===== config.mk =====
export PLATFORM = sky130hd
export DESIGN_NAME = instr_fetch_unit_flat
export DESIGN_NICKNAME = d
export VERILOG_FILES = /design/src/rtl/instr_fetch_unit_if.sv /design/src/rtl/instr_fetch_unit.sv /design/src/flat_wrapper.sv
export SDC_FILE = /design/constraint.sdc
export NUM_CORES = 1
export LEC_CHECK = 0
export BUFFER_PORTS_ARGS = -buffer_cell sky130_fd_sc_hd__buf_2
export CAP_MARGIN = 20
export CORE_MARGIN = 10
export CORE_UTILIZATION = 50
export DETAILED_ROUTE_END_ITERATION = 10
export HOLD_SLACK_MARGIN = 0.15
export PLACE_DENSITY_LB_ADDON = 0.08
export RECOVER_POWER = 100
export SLEW_MARGIN = 20
export SYNTH_ARGS = -nofsm -noshare
export SYNTH_HDL_FRONTEND = slang
export SYNTH_SLANG_ARGS = --single-unit

===== constraint.sdc =====
create_clock -name clk -period 2.25 [get_ports clk]
set_input_delay 0.225 -clock clk [delete_from_list [all_inputs] [get_ports clk]]
set_output_delay 0.225 -clock clk [all_outputs]
set_load 0.005 [all_outputs]

===== src/rtl/instr_fetch_unit_if.sv =====
`default_nettype none
// ============================================================================
// Module   : instr_fetch_unit_if
// Purpose  : Bundles the fetch unit's external handshakes. These are the
//            instruction-memory req/ack port, the execute-stage redirect, and
//            the valid/ready instruction stream toward decode.
// Modports : master - fetch unit side (drives imem_req/addr and the instruction
//                     stream; receives ack/rdata, redirect and instr_ready)
//            slave  - environment side (memory, execute and decode)
// Signals  : imem_req, imem_addr, imem_ack, imem_rdata,
//            branch_taken, branch_target,
//            instr_valid, instr_ready, instr, instr_pc
// Revision : 1.0 - initial release
// ============================================================================
interface instr_fetch_unit_if #(
  parameter int DATA_W = 16,
  parameter int ADDR_W = 16
);
  logic              imem_req;
  logic [ADDR_W-1:0] imem_addr;
  logic              imem_ack;
  logic [DATA_W-1:0] imem_rdata;
  logic              branch_taken;
  logic [ADDR_W-1:0] branch_target;
  logic              instr_valid;
  logic              instr_ready;
  logic [DATA_W-1:0] instr;
  logic [ADDR_W-1:0] instr_pc;

  modport master (
    output imem_req, imem_addr,
    input  imem_ack, imem_rdata,
    input  branch_taken, branch_target,
    output instr_valid, instr, instr_pc,
    input  instr_ready
  );

  modport slave (
    input  imem_req, imem_addr,
    output imem_ack, imem_rdata,
    output branch_taken, branch_target,
    input  instr_valid, instr, instr_pc,
    output instr_ready
  );
endinterface
`default_nettype wire


===== src/rtl/instr_fetch_unit.sv =====
`default_nettype none
// ============================================================================
// Module   : instr_fetch_unit
// Purpose  : Fetch stage. Holds the PC and issues one outstanding 16-bit fetch
//            at a time over a req/ack memory port. Fetched instructions are
//            buffered in a DEPTH-entry FIFO and handed to decode with
//            valid/ready. A branch redirect flushes the FIFO, discards any
//            in-flight response and restarts fetch at the target.
// Ports    : clk        - clock, rising edge
//            rst_n      - asynchronous active-low reset
//            fetch_bus  - instr_fetch_unit_if.master (memory, redirect and
//                         decode handshakes)
//            stall_cnt  - (FETCH_STALL_CNT_EN only) saturating count of
//                         cycles with no valid instruction at the FIFO head
// Config   : `define FETCH_STALL_CNT_EN adds the stall_cnt port and counter.
// Revision : 1.0 - initial release
// ============================================================================
module instr_fetch_unit #(
  parameter int              DATA_W   = 16,
  parameter int              ADDR_W   = 16,
  parameter int              DEPTH    = 2,
  parameter logic [ADDR_W-1:0] RESET_PC = '0
) (
  input  logic               clk,
  input  logic               rst_n,
`ifdef FETCH_STALL_CNT_EN
  output logic [15:0]        stall_cnt,
`endif
  instr_fetch_unit_if.master fetch_bus
);

  // --------------------------------------------------------------------------
  // Constants
  // --------------------------------------------------------------------------
  localparam int                  c_ptr_w      = $clog2(DEPTH);
  localparam int                  c_cnt_w      = c_ptr_w + 1;
  localparam logic [c_cnt_w-1:0]  c_depth      = c_cnt_w'(DEPTH);
  localparam logic [c_cnt_w-1:0]  c_cnt_one    = c_cnt_w'(1);
  localparam logic [c_ptr_w-1:0]  c_ptr_one    = c_ptr_w'(1);
  localparam logic [ADDR_W-1:0]   c_pc_step    = ADDR_W'(2);
  localparam logic [ADDR_W-1:0]   c_align_mask = ~ADDR_W'(1);

  // S_DROP: a redirect arrived while a request was in flight. The request
  // cannot be withdrawn, so we wait for its ack and throw the data away.
  typedef enum logic [1:0] {
    S_IDLE = 2'd0,
    S_REQ  = 2'd1,
    S_DROP = 2'd2
  } state_t;

  // --------------------------------------------------------------------------
  // State
  // --------------------------------------------------------------------------
  state_t              r_state;
  logic [ADDR_W-1:0]   r_pc;
  logic                r_req;
  logic [ADDR_W-1:0]   r_req_addr;

  logic [DATA_W-1:0]   r_fifo_data [DEPTH];
  logic [ADDR_W-1:0]   r_fifo_pc   [DEPTH];
  logic [c_ptr_w-1:0]  r_wr_ptr;
  logic [c_ptr_w-1:0]  r_rd_ptr;
  logic [c_cnt_w-1:0]  r_count;

  // --------------------------------------------------------------------------
  // Combinational control
  // --------------------------------------------------------------------------
  logic                w_redirect;
  logic [ADDR_W-1:0]   w_target;
  logic                w_push;
  logic                w_pop;
  logic                w_instr_valid;

  assign w_redirect    = fetch_bus.branch_taken;
  assign w_target      = fetch_bus.branch_target & c_align_mask;
  assign w_instr_valid = (r_count != '0);
  assign w_pop         = w_instr_valid && fetch_bus.instr_ready;

  // Only a clean ack in S_REQ delivers data. An ack in S_DROP, or an ack that
  // coincides with a redirect, belongs to the abandoned path.
  assign w_push = (r_state == S_REQ) && fetch_bus.imem_ack && !w_redirect;

  // --------------------------------------------------------------------------
  // Fetch FSM: at most one request outstanding. imem_req/imem_addr are
  // registered and stay stable from issue until the ack.
  // --------------------------------------------------------------------------
  always_ff @(posedge clk or negedge rst_n) begin
    if (!rst_n) begin
      r_state    <= S_IDLE;
      r_pc       <= RESET_PC & c_align_mask;
      r_req      <= 1'b0;
      r_req_addr <= RESET_PC & c_align_mask;
    end else begin
      case (r_state)
        S_IDLE: begin
          if (w_redirect) begin
            // Spend one cycle absorbing the new PC before issuing.
            r_pc <= w_target;
          end else if (r_count < c_depth) begin
            // A free slot is guaranteed for the response: no other request
            // can be in flight, and pops only free more space.
            r_req      <= 1'b1;
            r_req_addr <= r_pc;
            r_state    <= S_REQ;
          end
        end

        S_REQ: begin
          if (fetch_bus.imem_ack) begin
            r_req   <= 1'b0;
            r_state <= S_IDLE;
            // Sequential PC wraps naturally at 2^ADDR_W.
            r_pc    <= w_redirect ? w_target : (r_pc + c_pc_step);
          end else if (w_redirect) begin
            r_pc    <= w_target;
            r_state <= S_DROP;
          end
        end

        S_DROP: begin
          if (w_redirect) begin
            r_pc <= w_target;
          end
          if (fetch_bus.imem_ack) begin
            r_req   <= 1'b0;
            r_state <= S_IDLE;
          end
        end

        default: begin
          r_req   <= 1'b0;
          r_state <= S_IDLE;
        end
      endcase
    end
  end

  // --------------------------------------------------------------------------
  // Instruction FIFO storage. Entries are reset so that the head reads as zero
  // out of reset.
  // --------------------------------------------------------------------------
  always_ff @(posedge clk or negedge rst_n) begin
    if (!rst_n) begin
      for (int i = 0; i < DEPTH; i++) begin
        r_fifo_data[i] <= '0;
        r_fifo_pc[i]   <= '0;
      end
    end else if (w_push) begin
      r_fifo_data[r_wr_ptr] <= fetch_bus.imem_rdata;
      r_fifo_pc[r_wr_ptr]   <= r_req_addr;
    end
  end

  // --------------------------------------------------------------------------
  // FIFO pointers and occupancy. A redirect empties the FIFO outright and
  // overrides any push or pop in the same cycle. DEPTH is a power of two, so
  // the pointers wrap by plain overflow.
  // --------------------------------------------------------------------------
  always_ff @(posedge clk or negedge rst_n) begin
    if (!rst_n) begin
      r_wr_ptr <= '0;
      r_rd_ptr <= '0;
      r_count  <= '0;
    end else if (w_redirect) begin
      r_wr_ptr <= '0;
      r_rd_ptr <= '0;
      r_count  <= '0;
    end else begin
      if (w_push) begin
        r_wr_ptr <= r_wr_ptr + c_ptr_one;
      end
      if (w_pop) begin
        r_rd_ptr <= r_rd_ptr + c_ptr_one;
      end
      case ({w_push, w_pop})
        2'b10:   r_count <= r_count + c_cnt_one;
        2'b01:   r_count <= r_count - c_cnt_one;
        default: r_count <= r_count;
      endcase
    end
  end

  // --------------------------------------------------------------------------
  // Outputs
  // --------------------------------------------------------------------------
  assign fetch_bus.imem_req    = r_req;
  assign fetch_bus.imem_addr   = r_req_addr;
  assign fetch_bus.instr_valid = w_instr_valid;
  assign fetch_bus.instr       = r_fifo_data[r_rd_ptr];
  assign fetch_bus.instr_pc    = r_fifo_pc[r_rd_ptr];

`ifdef FETCH_STALL_CNT_EN
  // --------------------------------------------------------------------------
  // Decode-starvation counter: cycles with nothing valid at the FIFO head.
  // It saturates instead of wrapping.
  // --------------------------------------------------------------------------
  logic [15:0] r_stall_cnt;

  always_ff @(posedge clk or negedge rst_n) begin
    if (!rst_n) begin
      r_stall_cnt <= '0;
    end else if (!w_instr_valid && (r_stall_cnt != 16'hFFFF)) begin
      r_stall_cnt <= r_stall_cnt + 16'd1;
    end
  end

  assign stall_cnt = r_stall_cnt;
`endif

endmodule
`default_nettype wire


===== src/flat_wrapper.sv =====
// flat-port wrapper written by rule: the top's interface ports become plain ports
module instr_fetch_unit_flat 
#(
  parameter int              DATA_W   = 16,
  parameter int              ADDR_W   = 16,
  parameter int              DEPTH    = 2,
  parameter logic [ADDR_W-1:0] RESET_PC = '0
)
  (clk, rst_n, fetch_bus_imem_req, fetch_bus_imem_addr, fetch_bus_imem_ack, fetch_bus_imem_rdata, fetch_bus_branch_taken, fetch_bus_branch_target, fetch_bus_instr_valid, fetch_bus_instr, fetch_bus_instr_pc, fetch_bus_instr_ready);
  instr_fetch_unit_if #(.DATA_W(DATA_W), .ADDR_W(ADDR_W)) fetch_bus_i ();
  input  logic clk;
  input  logic rst_n;
  output wire logic [$bits(fetch_bus_i.imem_req)-1:0] fetch_bus_imem_req;
  output wire logic [$bits(fetch_bus_i.imem_addr)-1:0] fetch_bus_imem_addr;
  input wire logic [$bits(fetch_bus_i.imem_ack)-1:0] fetch_bus_imem_ack;
  input wire logic [$bits(fetch_bus_i.imem_rdata)-1:0] fetch_bus_imem_rdata;
  input wire logic [$bits(fetch_bus_i.branch_taken)-1:0] fetch_bus_branch_taken;
  input wire logic [$bits(fetch_bus_i.branch_target)-1:0] fetch_bus_branch_target;
  output wire logic [$bits(fetch_bus_i.instr_valid)-1:0] fetch_bus_instr_valid;
  output wire logic [$bits(fetch_bus_i.instr)-1:0] fetch_bus_instr;
  output wire logic [$bits(fetch_bus_i.instr_pc)-1:0] fetch_bus_instr_pc;
  input wire logic [$bits(fetch_bus_i.instr_ready)-1:0] fetch_bus_instr_ready;
  assign fetch_bus_imem_req = fetch_bus_i.imem_req;
  assign fetch_bus_imem_addr = fetch_bus_i.imem_addr;
  assign fetch_bus_i.imem_ack = fetch_bus_imem_ack;
  assign fetch_bus_i.imem_rdata = fetch_bus_imem_rdata;
  assign fetch_bus_i.branch_taken = fetch_bus_branch_taken;
  assign fetch_bus_i.branch_target = fetch_bus_branch_target;
  assign fetch_bus_instr_valid = fetch_bus_i.instr_valid;
  assign fetch_bus_instr = fetch_bus_i.instr;
  assign fetch_bus_instr_pc = fetch_bus_i.instr_pc;
  assign fetch_bus_i.instr_ready = fetch_bus_instr_ready;
  instr_fetch_unit #(.DATA_W(DATA_W), .ADDR_W(ADDR_W), .DEPTH(DEPTH), .RESET_PC(RESET_PC)) u_core (.clk(clk), .rst_n(rst_n), .fetch_bus(fetch_bus_i));
endmodule

[Word-level counts from Yosys, hierarchy flattened]
Index checks and enable logic that the tools add are counted.
Storage, ports and cells
  logic and storage cells: 78
  output and inout bits: 50
  flip-flop bits (word level): 103
Operators by class
  multiplexer cells: 30
  equal/unequal tests: 9
  $lt $le $gt $ge: 4
  reduce and logical (&&, ||, !) cells: 16
  $add $sub $neg: 5
  bitwise logic cells: 3
Operators by type and width (number)
  16-bit two-way mux: 10
  32-bit bitwise mux: 2
  16-bit case mux with 2 select lines: 1
  16-bit by 2-bit adder with 16-bit output, second input constant: 1
  16-bit demux with 1-bit select: 1
  2-bit two-way mux: 6
  2-bit nonzero test: 4
  1-bit two-way mux: 7
  2-bit case mux with 3 select lines: 1
  3-bit AND reduction: 2
  2-bit by 1-bit equality test with 1-bit output, second input constant: 2
  2-bit equality test, second input constant: 2
  2-bit >= comparator, second input constant: 2
  1-bit logical AND: 4
  2-bit by 1-bit != test with 1-bit output, second input constant: 2
  2-bit != test, second input constant: 2
  1-bit NOT with 2-bit output: 2
  2-bit case mux with 2 select lines: 1
  4-bit AND reduction: 1
  2-bit OR reduction: 2
  3-bit != test, second input constant: 1
  3-bit nonzero test: 1
  1-bit adder, second input constant: 2
  2-bit by 1-bit adder with 2-bit output, second input constant: 1
  7 further kinds: 7

[Longest topological paths before layout]
  depth in word-level cells: 6
  gate-level depth with buffers: 7

[Worst setup path after synthesis]
OpenSTA, ideal clock, no wires.
  path type: flip-flop to flip-flop
  start point: reg u_core.r_state[0]
  end point: reg u_core.r_pc[14]
  cell stages (with the launch flop): 7
  path slack: 107 ps
  arrival time: 2073 ps
  data required time: 2179 ps
  path through: dfrtp_1 inv_1 ha_1 or3b_4 or4_4 or3_1 nand4_1
On the way
  longest elaborated chain between the ends: 3
RTL lines
  start: declaration: line instr_fetch_unit.sv:54  | state_t r_state;
  start signal: assignment: line instr_fetch_unit.sv:89  | r_state <= S_IDLE;
  start signal: assignment: line instr_fetch_unit.sv:104  | r_state <= S_REQ;
  start signal: assignment: line instr_fetch_unit.sv:111  | r_state <= S_IDLE;
  2-bit equality test or 2-bit logical NOT (tied branches): line instr_fetch_unit.sv:94  | case (r_state)
  2-bit OR reduction (no line)
  16-bit case mux with 2 select lines or 2-bit nonzero test (tied branches)
  end signal: assignment: line instr_fetch_unit.sv:90  | r_pc <= RESET_PC & c_align_mask;
  end signal: assignment: line instr_fetch_unit.sv:98  | r_pc <= w_target;
  end signal: assignment: line instr_fetch_unit.sv:113  | r_pc <= w_redirect ? w_target : (r_pc + c_pc_step);
  end: declaration: line instr_fetch_unit.sv:55  | logic [ADDR_W-1:0] r_pc;
Parallel ways exist; a longest one is shown, timed or not.
A chain may end at the register's enable or synchronous reset.

[Worst setup path in the final report]
  start point: reg u_core.r_state[1]
  end point: reg u_core.r_pc[14]
Same word-level chain as after synthesis.

==> summary.md <==
| Metric | Value |
|---|---|
| Area share of the leading cell type in the synthesized netlist | between 50% and 60% |
| Share of the clock period used by the worst path | approximately 96% |
| Startpoint-to-endpoint class of the critical path | register to register |
| Ratio of total power to cell area | 1150 nW/um2 |
| Drt total wl | 11000 um |
| Share of post-route cells with drive strength above 1 | 37.5% |
| Post-synthesis instance area | 4820 um2 |
| Worst min-delay path category | primary input to register |
| Fin. max-slew vios | 0 |
| Synth top area cells | sky130_fd_sc_hd__dfrtp_1, sky130_fd_sc_hd__mux2_2, sky130_fd_sc_hd__a22oi_1, sky130_fd_sc_hd__mux2i_1, sky130_fd_sc_hd__ha_1 |
| Standard-cell row count | 35 |
| Count of inserted antenna diode cells | 0 |
| Number of failing hold endpoints at the final stage | 0 |
| Maximum number of pins on one net before global-route repair | 45 |
| Ordered cell list for the critical path | inv_1 > ha_1 > or3b_4 > or4_4 > or3_1 > nand4_1 |
| Cell types with the highest counts after synthesis | sky130_fd_sc_hd__mux2_2, sky130_fd_sc_hd__dfrtp_1, sky130_fd_sc_hd__nand2_1 |
| Gate Count Post-Synth | 374 |
| Element type at the critical path end | register |
| Weighted congestion at the end of routability-driven global placement | 0.829 |
| Count of H-tree levels built during CTS | 3 |
| Max clock buf depth | 2 |
| Highest clock rate | between 400 and 500 MHz |
| Synthesized area per cell | approximately 13 um2 |
| Standard cell with the maximum stage delay on the critical path | sky130_fd_sc_hd__or4_4 |
| # clock sinks | 103 |
| Setup clock skew after layout | 14.0 ps |
| Warnings, synthesis | 0 |
| End of the worst hold path | u_core.r_pc[1] |
| Total power | 0.00679 W |
| Measured slew at the worst slew-check pin | ~1000 ps |
| Number of violations reported at the end of detailed-routing iteration 0 | 216 |
| Worst-path clk slew | 100 ps |
| Post-detailed-route via-to-cell ratio | between 5 and 6 |
| Post-route DRC violation count | 0 |
| Port Buffers | between 80 and 90 |
| Largest area contributor in the netlist | sky130_fd_sc_hd__dfrtp_1 |
| Number of placed I/O pins | slightly below 90 |
| EDFF count, synth | 0 |
| Worst setup SP type | register |
| Synth unique cells | 43 |
| Area of the die | 14000 um2 |
| First-pass GRT wire length | 18100 um |
| Critical path required time | 2560 ps |
| Post-detailed-route count of antenna-violating nets | 0 |
| RSZ-0062 raised after global routing | false |
| Avg WL per Cell | 17.5 um |
| Resize count post-CTS | 0 |
| Switching part of the total | 33.0% |
| Number of buffers added by the clock tree synthesis step | 9 |
| Switching power | 0.00224 W |
| Placed wire-length estimate | around 7700 um |
| All-layer global routing usage | 15.4% |
| Status | finished, final reports clean |
| Total number of vias | 3365 |
| Flip-flop and latch count after synthesis | 103 |
| Most instantiated library cell after synthesis | sky130_fd_sc_hd__mux2_2 |
| Floorplan core area | between 9000 and 10000 um2 |
| Worst Reg-to-Reg Cells | 6 |
| Combinational power share | 35.4% |
| Vert. Die Dim | 118 um |
| Clock tree root driver cell | sky130_fd_sc_hd__clkbuf_8 |
| Max-Slew Margin vs Limit | about a third |
| Delay of the slowest critical-path stage | 560 ps |
| Layout overhead on the synthesized area | 22.5% |
| MaxCap Viol Count | 0 |
| Number of nets in the synthesized netlist | 417 |
| Worst flop-to-flop path endpoint | u_core.r_pc[14] |
| Arrival time worst endpoint | 2470 ps |
| Pre-antenna DRT Iters | 4 |
| Post-layout min period | ~2200 ps |
| Final core utilization | 63.3% |
| Hold Crit Start | fetch_bus_branch_target[1] |
| Final-report setup violation count | 0 |
| Nets@finish | 539 |
| Vias in the first global route | 3612 |
| Power share of the sequential group | 46.4% |
| Worst Hold Depth | 3 |
| CTS tree | done |
| Async set-reset flop share out of synthesis | 100% |
| Internal power of the cells | 0.00455 W |
| Initial core utilization | 51.7% |
| Number of antenna violations at the first check in global routing | 0 |
| Clock share of power | 18.2% |
| Worst flop-to-flop path startpoint | u_core.r_state[1] |
| Maximum resistive drop on vdd | 540 uV |
| Leak | 2.67 nW |
| Worst-Skew Late Latency | 370 ps |
| Prevailing post-synth register cell | sky130_fd_sc_hd__dfrtp_1 |
| Maximum fanout along the worst path | 6 |
| Setup TNS after final layout | 0 ps |
| Reg-to-reg setup timing slack | around 90 ps |
| Grt total ovfl | 0 |
| DIE WIDTH | approximately 120 um |
| Sequential cell area fraction in the yosys report | 53.5% |
routing by layer:
layer	up-vias	wire length [um]	GRT usage, %
li1	1610	-	-
met3	10	375	3.14
met4	0	114	4.87
met1	1682	5070	19.4
met5	-	0	0
met2	63	5450	25.8
final cells by class:
type                    count  area, um2
flip-flops and latches    103       2580
clock buffers              11        151
inverters                   5       18.8
multi-input cells         245       2150
clock inverters             5       61.3
fillers                   769       3420
repair buffers            132        783
well taps                 129        161
metrics by stage:
step	hold WS (ps)	cell area [um2]	instances	worst slack [ps]
after floorplan	-70.6	4820	374	107
after global placement	246	5510	583	142
after detailed placement	251	5510	583	97.9
after CTS	154	6030	630	89.1
after global routing	182	5910	630	6.07
final	163	5910	630	92.8
power by group through the flow:
stage	registers [W]	clock network [W]	logic, W
floorplan	0.00300	0	0.00165
global placement	0.00312	0	0.00247
detailed placement	0.00319	0	0.00253
CTS	0.00315	0.00127	0.00259
global route	0.00325	0.00133	0.00268
finish	0.00315	0.00124	0.00240
cell families (layout without fill, tap and decap cells):
kind of cell,count (synthesis),after routing,synth area share (%)
AO/OA/AOI/OAI,38,38,5.40
adder cells (fa/ha/maj),6,6,1.56
multiplexers,121,121,28.0
buffers and inverters,26,153,2.13
XOR/XNOR,3,3,0.545
flip-flops,103,103,53.5
AND/OR/NAND/NOR,77,77,8.87
state kept, by name, indices dropped and copies added, names as in the netlist:
signal / cells
u_core.fetch_bus.imem_addr: 16
u_core.fetch_bus.imem_req: 1
u_core.r_count: 2
u_core.r_fifo_data: 32
u_core.r_fifo_pc: 32
u_core.r_pc: 16
u_core.r_rd_ptr: 1
u_core.r_state: 2
u_core.r_wr_ptr: 1
critical path, delay by kind of cell, from the launching register on:
kind                       cells  cell delay [ps]
DFF                            1              380
buffers and inverters          1              100
and+or+nand+nor                4             1430
adders and majority gates      1              210
worst max path at each step:
stage | to | start | slack (ps)
global route | u_core.r_pc[14] | u_core.r_state[1] | 6
finish | u_core.r_pc[14] | u_core.r_state[1] | 90
CTS | u_core.r_pc[14] | u_core.r_state[1] | 90
floorplan | u_core.r_pc[14] | u_core.r_state[0] | 110
global placement | u_core.r_pc[14] | u_core.r_state[1] | 140
detailed placement | u_core.r_pc[14] | u_core.r_state[1] | 100
cell usage in the layout (no fill, tap or decap), types with 7 or more instances in the layout:
master / netlist / layout
sky130_fd_sc_hd__a22oi_1: 12 / 12
sky130_fd_sc_hd__buf_2: 4 / 49
sky130_fd_sc_hd__clkbuf_1: 13 / 39
sky130_fd_sc_hd__clkbuf_8: 0 / 11
sky130_fd_sc_hd__dfrtp_1: 103 / 103
sky130_fd_sc_hd__dlygate4sd3_1: 0 / 31
sky130_fd_sc_hd__mux2_1: 6 / 8
sky130_fd_sc_hd__mux2_2: 107 / 105
sky130_fd_sc_hd__mux2i_1: 8 / 8
sky130_fd_sc_hd__nand2_1: 17 / 17
sky130_fd_sc_hd__nand3_1: 8 / 7
sky130_fd_sc_hd__nor2_1: 11 / 10
sky130_fd_sc_hd__nor2b_1: 8 / 8
sky130_fd_sc_hd__o21ai_0: 10 / 10
timing repair:
action | 4_1_cts | 5_1_grt
buffers inserted | 0 | 0
hold buffers | 31 | 0
endpoints found under the hold margin | 84 | 0
(Power assumes the default switching activity.)
